`src/rtl/store_split_seq.sv`:
```
// store_split_seq: expands sb (and sh when STORE_SPLIT_HALF_EN is defined) into a
// pre-load lw x0 followed by the original store; other instructions pass through. Rev 1.0
`default_nettype none

module store_split_seq #(
  parameter int WIDTH_INST = 32
) (
  input  logic                  clk,
  input  logic                  rst_n,
  input  logic [WIDTH_INST-1:0] inst_in,
  input  logic                  in_valid,
  output logic                  in_ready,
  input  logic                  flush,
  output logic [WIDTH_INST-1:0] out_inst,
  output logic                  out_valid,
  input  logic                  out_ready,
  output logic                  out_pre
);

  localparam logic [1:0] IDLE = 2'd0;
  localparam logic [1:0] PASS = 2'd1;
  localparam logic [1:0] PRE  = 2'd2;

  localparam logic [6:0] OP_STORE = 7'b0100011;
  localparam logic [6:0] OP_LOAD  = 7'b0000011;

  logic [1:0]            state;
  logic [WIDTH_INST-1:0] pend;
  logic                  is_split;
  logic [WIDTH_INST-1:0] pre_inst;
  logic                  accept;
  logic                  transfer;

  always_comb begin
    is_split = 1'b0;
    if (inst_in[6:0] == OP_STORE) begin
`ifdef STORE_SPLIT_HALF_EN
      is_split = (inst_in[14:12] == 3'b000) || (inst_in[14:12] == 3'b001);
`else
      is_split = (inst_in[14:12] == 3'b000);
`endif
    end
  end

  // Store immediate and base register reused so the load touches the same word.
  assign pre_inst = {inst_in[31:25], inst_in[11:7], inst_in[19:15],
                     3'b010, 5'b00000, OP_LOAD};

  assign out_valid = (state != IDLE);
  assign in_ready  = !flush && (state != PRE) && (!out_valid || out_ready);
  assign accept    = in_valid && in_ready;
  assign transfer  = out_valid && out_ready;

  always_ff @(posedge clk or negedge rst_n) begin
    if (!rst_n) begin
      state    <= IDLE;
      out_inst <= '0;
      out_pre  <= 1'b0;
      pend     <= '0;
    end else if (flush) begin
      state   <= IDLE;
      out_pre <= 1'b0;
      pend    <= '0;
    end else begin
      case (state)
        PRE: begin
          if (transfer) begin
            state    <= PASS;
            out_inst <= pend;
            out_pre  <= 1'b0;
          end
        end
        default: begin
          if (accept) begin
            if (is_split) begin
              state    <= PRE;
              out_inst <= pre_inst;
              out_pre  <= 1'b1;
              pend     <= inst_in;
            end else begin
              state    <= PASS;
              out_inst <= inst_in;
              out_pre  <= 1'b0;
            end
          end else if (transfer) begin
            state <= IDLE;
          end
        end
      endcase
    end
  end

endmodule

`default_nettype wire

```
`config.mk`:
```
export PLATFORM = sky130hd
export DESIGN_NAME = store_split_seq
export DESIGN_NICKNAME = d
export VERILOG_FILES = /design/src/rtl/store_split_seq.sv
export SDC_FILE = /design/constraint.sdc
export NUM_CORES = 1
export LEC_CHECK = 0
export CORE_UTILIZATION = 50
export DETAILED_ROUTE_END_ITERATION = 12
export PLACE_DENSITY_LB_ADDON = 0.3
export SYNTH_ARGS = -nofsm -noshare
export SYNTH_HDL_FRONTEND = slang
export SYNTH_SLANG_ARGS = --single-unit
```
`constraint.sdc`:
```
create_clock -name clk -period 2.8 [get_ports clk]
set_clock_uncertainty 0.15 [all_clocks]
set_input_delay 0.42 -clock clk [delete_from_list [all_inputs] [get_ports clk]]
set_output_delay 0.42 -clock clk [all_outputs]
set_load 0.005 [all_outputs]
```
* Word-level counts from Yosys, hierarchy flattened
Index checks and enable logic that the tools add are counted.
** Storage, ports and cells
- Bits in registers :: 67
- Latch bits :: 0
- RAM bits :: 0
- Bits in read-only memories :: 0
- Bits of input ports :: 37
- Output and inout port bits :: 35
- Logic and storage cells :: 49
- Memories :: 0
** Cells by class
- Add/subtract/negate cells :: 0
- Multiply operators :: 0
- Divide/modulo/power cells :: 0
- Magnitude comparators :: 0
- Equal/unequal tests :: 6
- Shift-type cells :: 0
- Multiplexer cells :: 20
- Bitwise logic cells :: 1
- Reductions and logical operators :: 18
** Operators with widths (count)
- two-way mux 32 bit :: 7
- two-way mux 25 bit :: 1
- two-way mux 2 bit :: 6
- nonzero test 2 bit :: 4
- == test 7 x 6 -> 1 bit, second input constant :: 1
- two-way mux 1 bit :: 6
- inequality test 2 bit, second input constant :: 3
- AND reduction 3 bit :: 2
- nonzero test 3 bit :: 2
- logical AND 1 bit :: 4
- AND reduction 2 bit :: 2
- zero test 3 bit :: 1
- inequality test 3 bit, second input constant :: 1
- == test 2 bit, second input constant :: 1
- zero test 1 bit :: 2
- logical OR 1 bit :: 1
- NOT 1 bit :: 1

* Longest topological paths before layout
- Depth in word-level cells :: 8
- Mapped depth :: 7
- Mapped depth without buffers :: 4

* Worst setup path after synthesis
OpenSTA, ideal clock, no wires.
- Path type :: input -> register
- From :: input inst_in[12]
- To :: register out_inst[13]
- Data arrival time :: 1733 ps
- Data required time :: 2555 ps
- Setup slack :: 821 ps
- Stages :: 5
- Path buffers :: 1
- Path through :: or4b_1 -> buf_2 -> o31a_1 -> nor2b_1 -> o31ai_1
** On the way
- Word-level cells in the longest chain between the ends :: 5
** RTL lines
- start: declaration :: line 10 : input logic [WIDTH_INST-1:0] inst_in,
- zero test 3 bit :: line 40 : is_split = (inst_in[14:12] == 3'b000);
- two-way mux 1 bit :: line 36 : if (inst_in[6:0] == OP_STORE) begin
- two-way mux 25 bit :: line 75 : if (is_split) begin
- two-way mux 32 bit :: line 74 : if (accept) begin
- two-way mux 32 bit :: line 65 : case (state)
- end signal: assignment :: line 69 : out_inst <= pend;
- end signal: assignment :: line 77 : out_inst <= pre_inst;
- end signal: assignment :: line 82 : out_inst <= inst_in;
- end: declaration :: line 14 : output logic [WIDTH_INST-1:0] out_inst,
No other way between the ends. The select of a mux whose other input is x is not followed.
A chain may end at the register's enable or synchronous reset.

* Final worst setup path
- From :: register state[1]
- To :: output in_ready
** On the way
- Word-level cells in the longest chain between the ends :: 4
- Elaborated cells between the ends (all ways) :: 6
- Classes of those cells :: eq/ne: 1; reduce/logical: 5
** RTL lines
- start: declaration :: line 27 : logic [1:0] state;
- start signal: assignment :: line 56 : state <= IDLE;
- start signal: assignment :: line 61 : state <= IDLE;
- start signal: assignment :: line 68 : state <= PASS;
- nonzero test 2 bit :: line 49 : assign out_valid = (state != IDLE);
- zero test 1 bit :: line 50 : assign in_ready = !flush && (state != PRE) && (!out_valid || out_ready);
- logical OR 1 bit :: line 50
- logical AND 1 bit * :: line 50
- end: declaration :: line 12 : output logic in_ready,
Mark *: on every way between the ends. The rest lies on a longest branch, timed or not.

==> flow_summary.toml <==
[global_route]
grt_overflow_total = 0
first_global_vias = 2440
grtUsageTotal_pct = 23.8
grt_max_degree = 60
grt_pass1_wl_mm = 11.6
antenna_found_initial = 0

[setup_path]
worstSetupPathType = "reg -> out"
worstPathRequired_ns = 2.23
reg2reg_depth = 4
cp-end-kind = "primary output"
r2r-start = "state[1]$_DFFE_PN0P_"
cp_max_fo = 11
crit_path_start_kind = "register"
r2r-end = "pend[10]$_DFFE_PN0P_"
arrival_ns = 1.91
reg2reg_slack_ns = 0.64

[floorplan]
dieArea_mm2 = 0.00642
ios = 72
die_w_um = 80.1
core_area_mm2 = 0.00592
die_y_um = 80.1
core.rowCount = 28
start_util_pct = 51.5

[logic_synthesis]
ys.flop_type = "dfrtp_1"
synthDistinctLibCells = 38
syn_area_mm2 = 0.00305
async_flop_share_pct = 100
synth_top_area_share_pct = 54.9
post_synth_main_area_contributors = "dfrtp_1 (55%), nand2_1 (8.9%), o21ai_0 (7.4%)"
seq_area_frac_synth_pct = 54.9
yosys_register_bits = 67
synth_largest_area_cell = "dfrtp_1"
syn-mean-instance-area_um2 = 9.88
syn_nets = 346
synth_edf_count = 0
synthCells = 309
ys_warn_count = 0

[place]
place.gp.congestion = 0.867
hpwl_mm = 4.82
portBuffers = 71
post-place-ws_ns = 0.125

[route]
wl_per_cell_um = 14.8
postRouteAntennaNets = 0
vias_per_cell = 5.47
via_count = 2536
dr.pass1.iters = 8
drcViolationCount = 0
drt-initial-drc-count = 166
drt_wl_total_mm = 6.88

[hold_path]
min_to = "out_inst[16]$_DFFE_PN0P_"
hp-class = "reg -> reg"
hold_depth = 2
min_from = "out_inst[16]$_DFFE_PN0P_"

[cts]
clockBufferDepth = 2
htreeDepth = 3
root_buffer = "clkbuf_8"
clkSlewWorstSetupHoldPaths_ns = 0.07
tritoncts = "yes"
clk_latency_ns = 0.33
cts_buffers = 9
cts_sinks = 67
cts-resized-gates = 0

[sta]
slew_violations = 0
fin_crit_sh_pct = 88.7
fin_crit_ns = 2.48
rsz0062_at_grt = "false"
tightestPinTransition_ns = 0.459
slew_headroom_pct = 69.4
tns_ns = 0
fin_ws_ns = 0.317
setup_viol = 0
max_freq_mhz = 403
timing.hold.ws_ns = 0.328
hold_viol = 0

[cells_and_area]
syn_to_final_growth_pct = 33.6
fillers = 476
regArea_mm2 = 0.00168
drive_gt1_share_pct = 9.51
antennaDiodeCount = 0
final_util_pct = 68.9
multi_input_area_mm2 = 0.00127
layout.nets = 421

[status]
status = "completed"

[job]
cap_violations = 0

[power_and_ir_drop]
power_density_mw_per_mm2 = 544
power_mw = 2.22
vdd_drop_max_v = 0.000387
p_leak_nw = 1.73
## report_power, final
group / switching [mW] / total, mW / internal, mW / leakage, nW
combinational: 0.144 / 0.361 / 0.216 / 0.756
clock: 0.346 / 0.777 / 0.431 / 0.0991
sequential: 0.0417 / 1.08 / 1.04 / 0.878
## cell usage after synthesis (4+ instances only)
master / n
o32ai_1: 4
inv_1: 6
nor2_1: 10
nand2_1: 72
o41ai_1: 4
buf_2: 7
o21ai_0: 45
a21oi_1: 8
nand3_1: 5
clkbuf_1: 8
or3_1: 4
and2_1: 7
dfrtp_1: 67
a221oi_1: 6
mux2i_1: 20
## per-layer routing
metal  share of wire [%]  track usage [%]  vias up  wire, µm
li1                    -                -     1230         -
met1                  46             32.9     1211      3130
met2                  48             38.2       84      3280
met3                 5.2             3.64       11       358
met4                 1.6             8.75        0       108
met5                   0                0        -         0
## timing repair
item	4_1_cts	5_1_grt
setup buffers	0	0
endpoints found under the hold margin	19	0
hold buffers	1	0
## sequential cells by signal, summed over array words and instances, names as in the netlist
| signal | count |
|---|---|
| out_inst | 32 |
| out_pre | 1 |
| pend | 32 |
| state | 2 |
## critical path, stage by stage, from the launching register on
cell and delay (ns):
dfrtp_1 0.49, or2_2 0.34, a21boi_0 0.14, nor2_1 0.11
clkdlybuf4s50_1 0.50
## logic make-up after synthesis
logic type      count (synthesis)  share of synthesized area [%]
flops                          67                           54.9
compound gates                 84                           17.6
simple gates                  111                           16.5
mux                            20                           6.56
buf+inv                        27                           4.39
## area by class of cell
type / count / share of cell area (%)
inverters: 7 / 0.645
clock inverters: 5 / 1.29
well taps: 75 / 2.30
repair buffers: 84 / 20.1
flip-flops and latches: 67 / 41.1
multi-input cells: 215 / 31.1
clock buffers: 11 / 3.47
## worst max-delay path by stage
stage | startpoint | end | slack, ns | cells past startpoint
after floorplan | inst_in[12] | out_inst[13]$_DFFE_PN0P_ | 0.82 | 5
final | state[1]$_DFFE_PN0P_ | in_ready | 0.32 | 4
after CTS | state[1]$_DFFE_PN0P_ | in_ready | 0.30 | 4
after detailed placement | inst_in[12] | out_inst[13]$_DFFE_PN0P_ | 0.13 | 5
after global routing | state[1]$_DFFE_PN0P_ | in_ready | 0.22 | 4
after global placement | inst_in[12] | out_inst[13]$_DFFE_PN0P_ | 0.18 | 5
## cell usage in the layout, fill, tap and decap left out, types with 4 or more instances in the layout
cell type,instances
a221oi_1,6
a21oi_1,8
inv_1,6
clkdlybuf4s50_1,70
nand2_1,72
mux2i_1,20
dfrtp_1,67
clkbuf_8,10
and2_1,7
buf_4,11
or3_1,4
nor2_1,10
o21ai_0,45
o32ai_1,4
o41ai_1,4
nand3_1,5
## per-stage QoR
stage	std cells	cell area, µm²
floorplan	309	3050
global placement	447	3870
detailed placement	447	3870
CTS	464	4080
global route	464	4080
finish	464	4080
No activity file was read; power rests on OpenSTA's default activity.
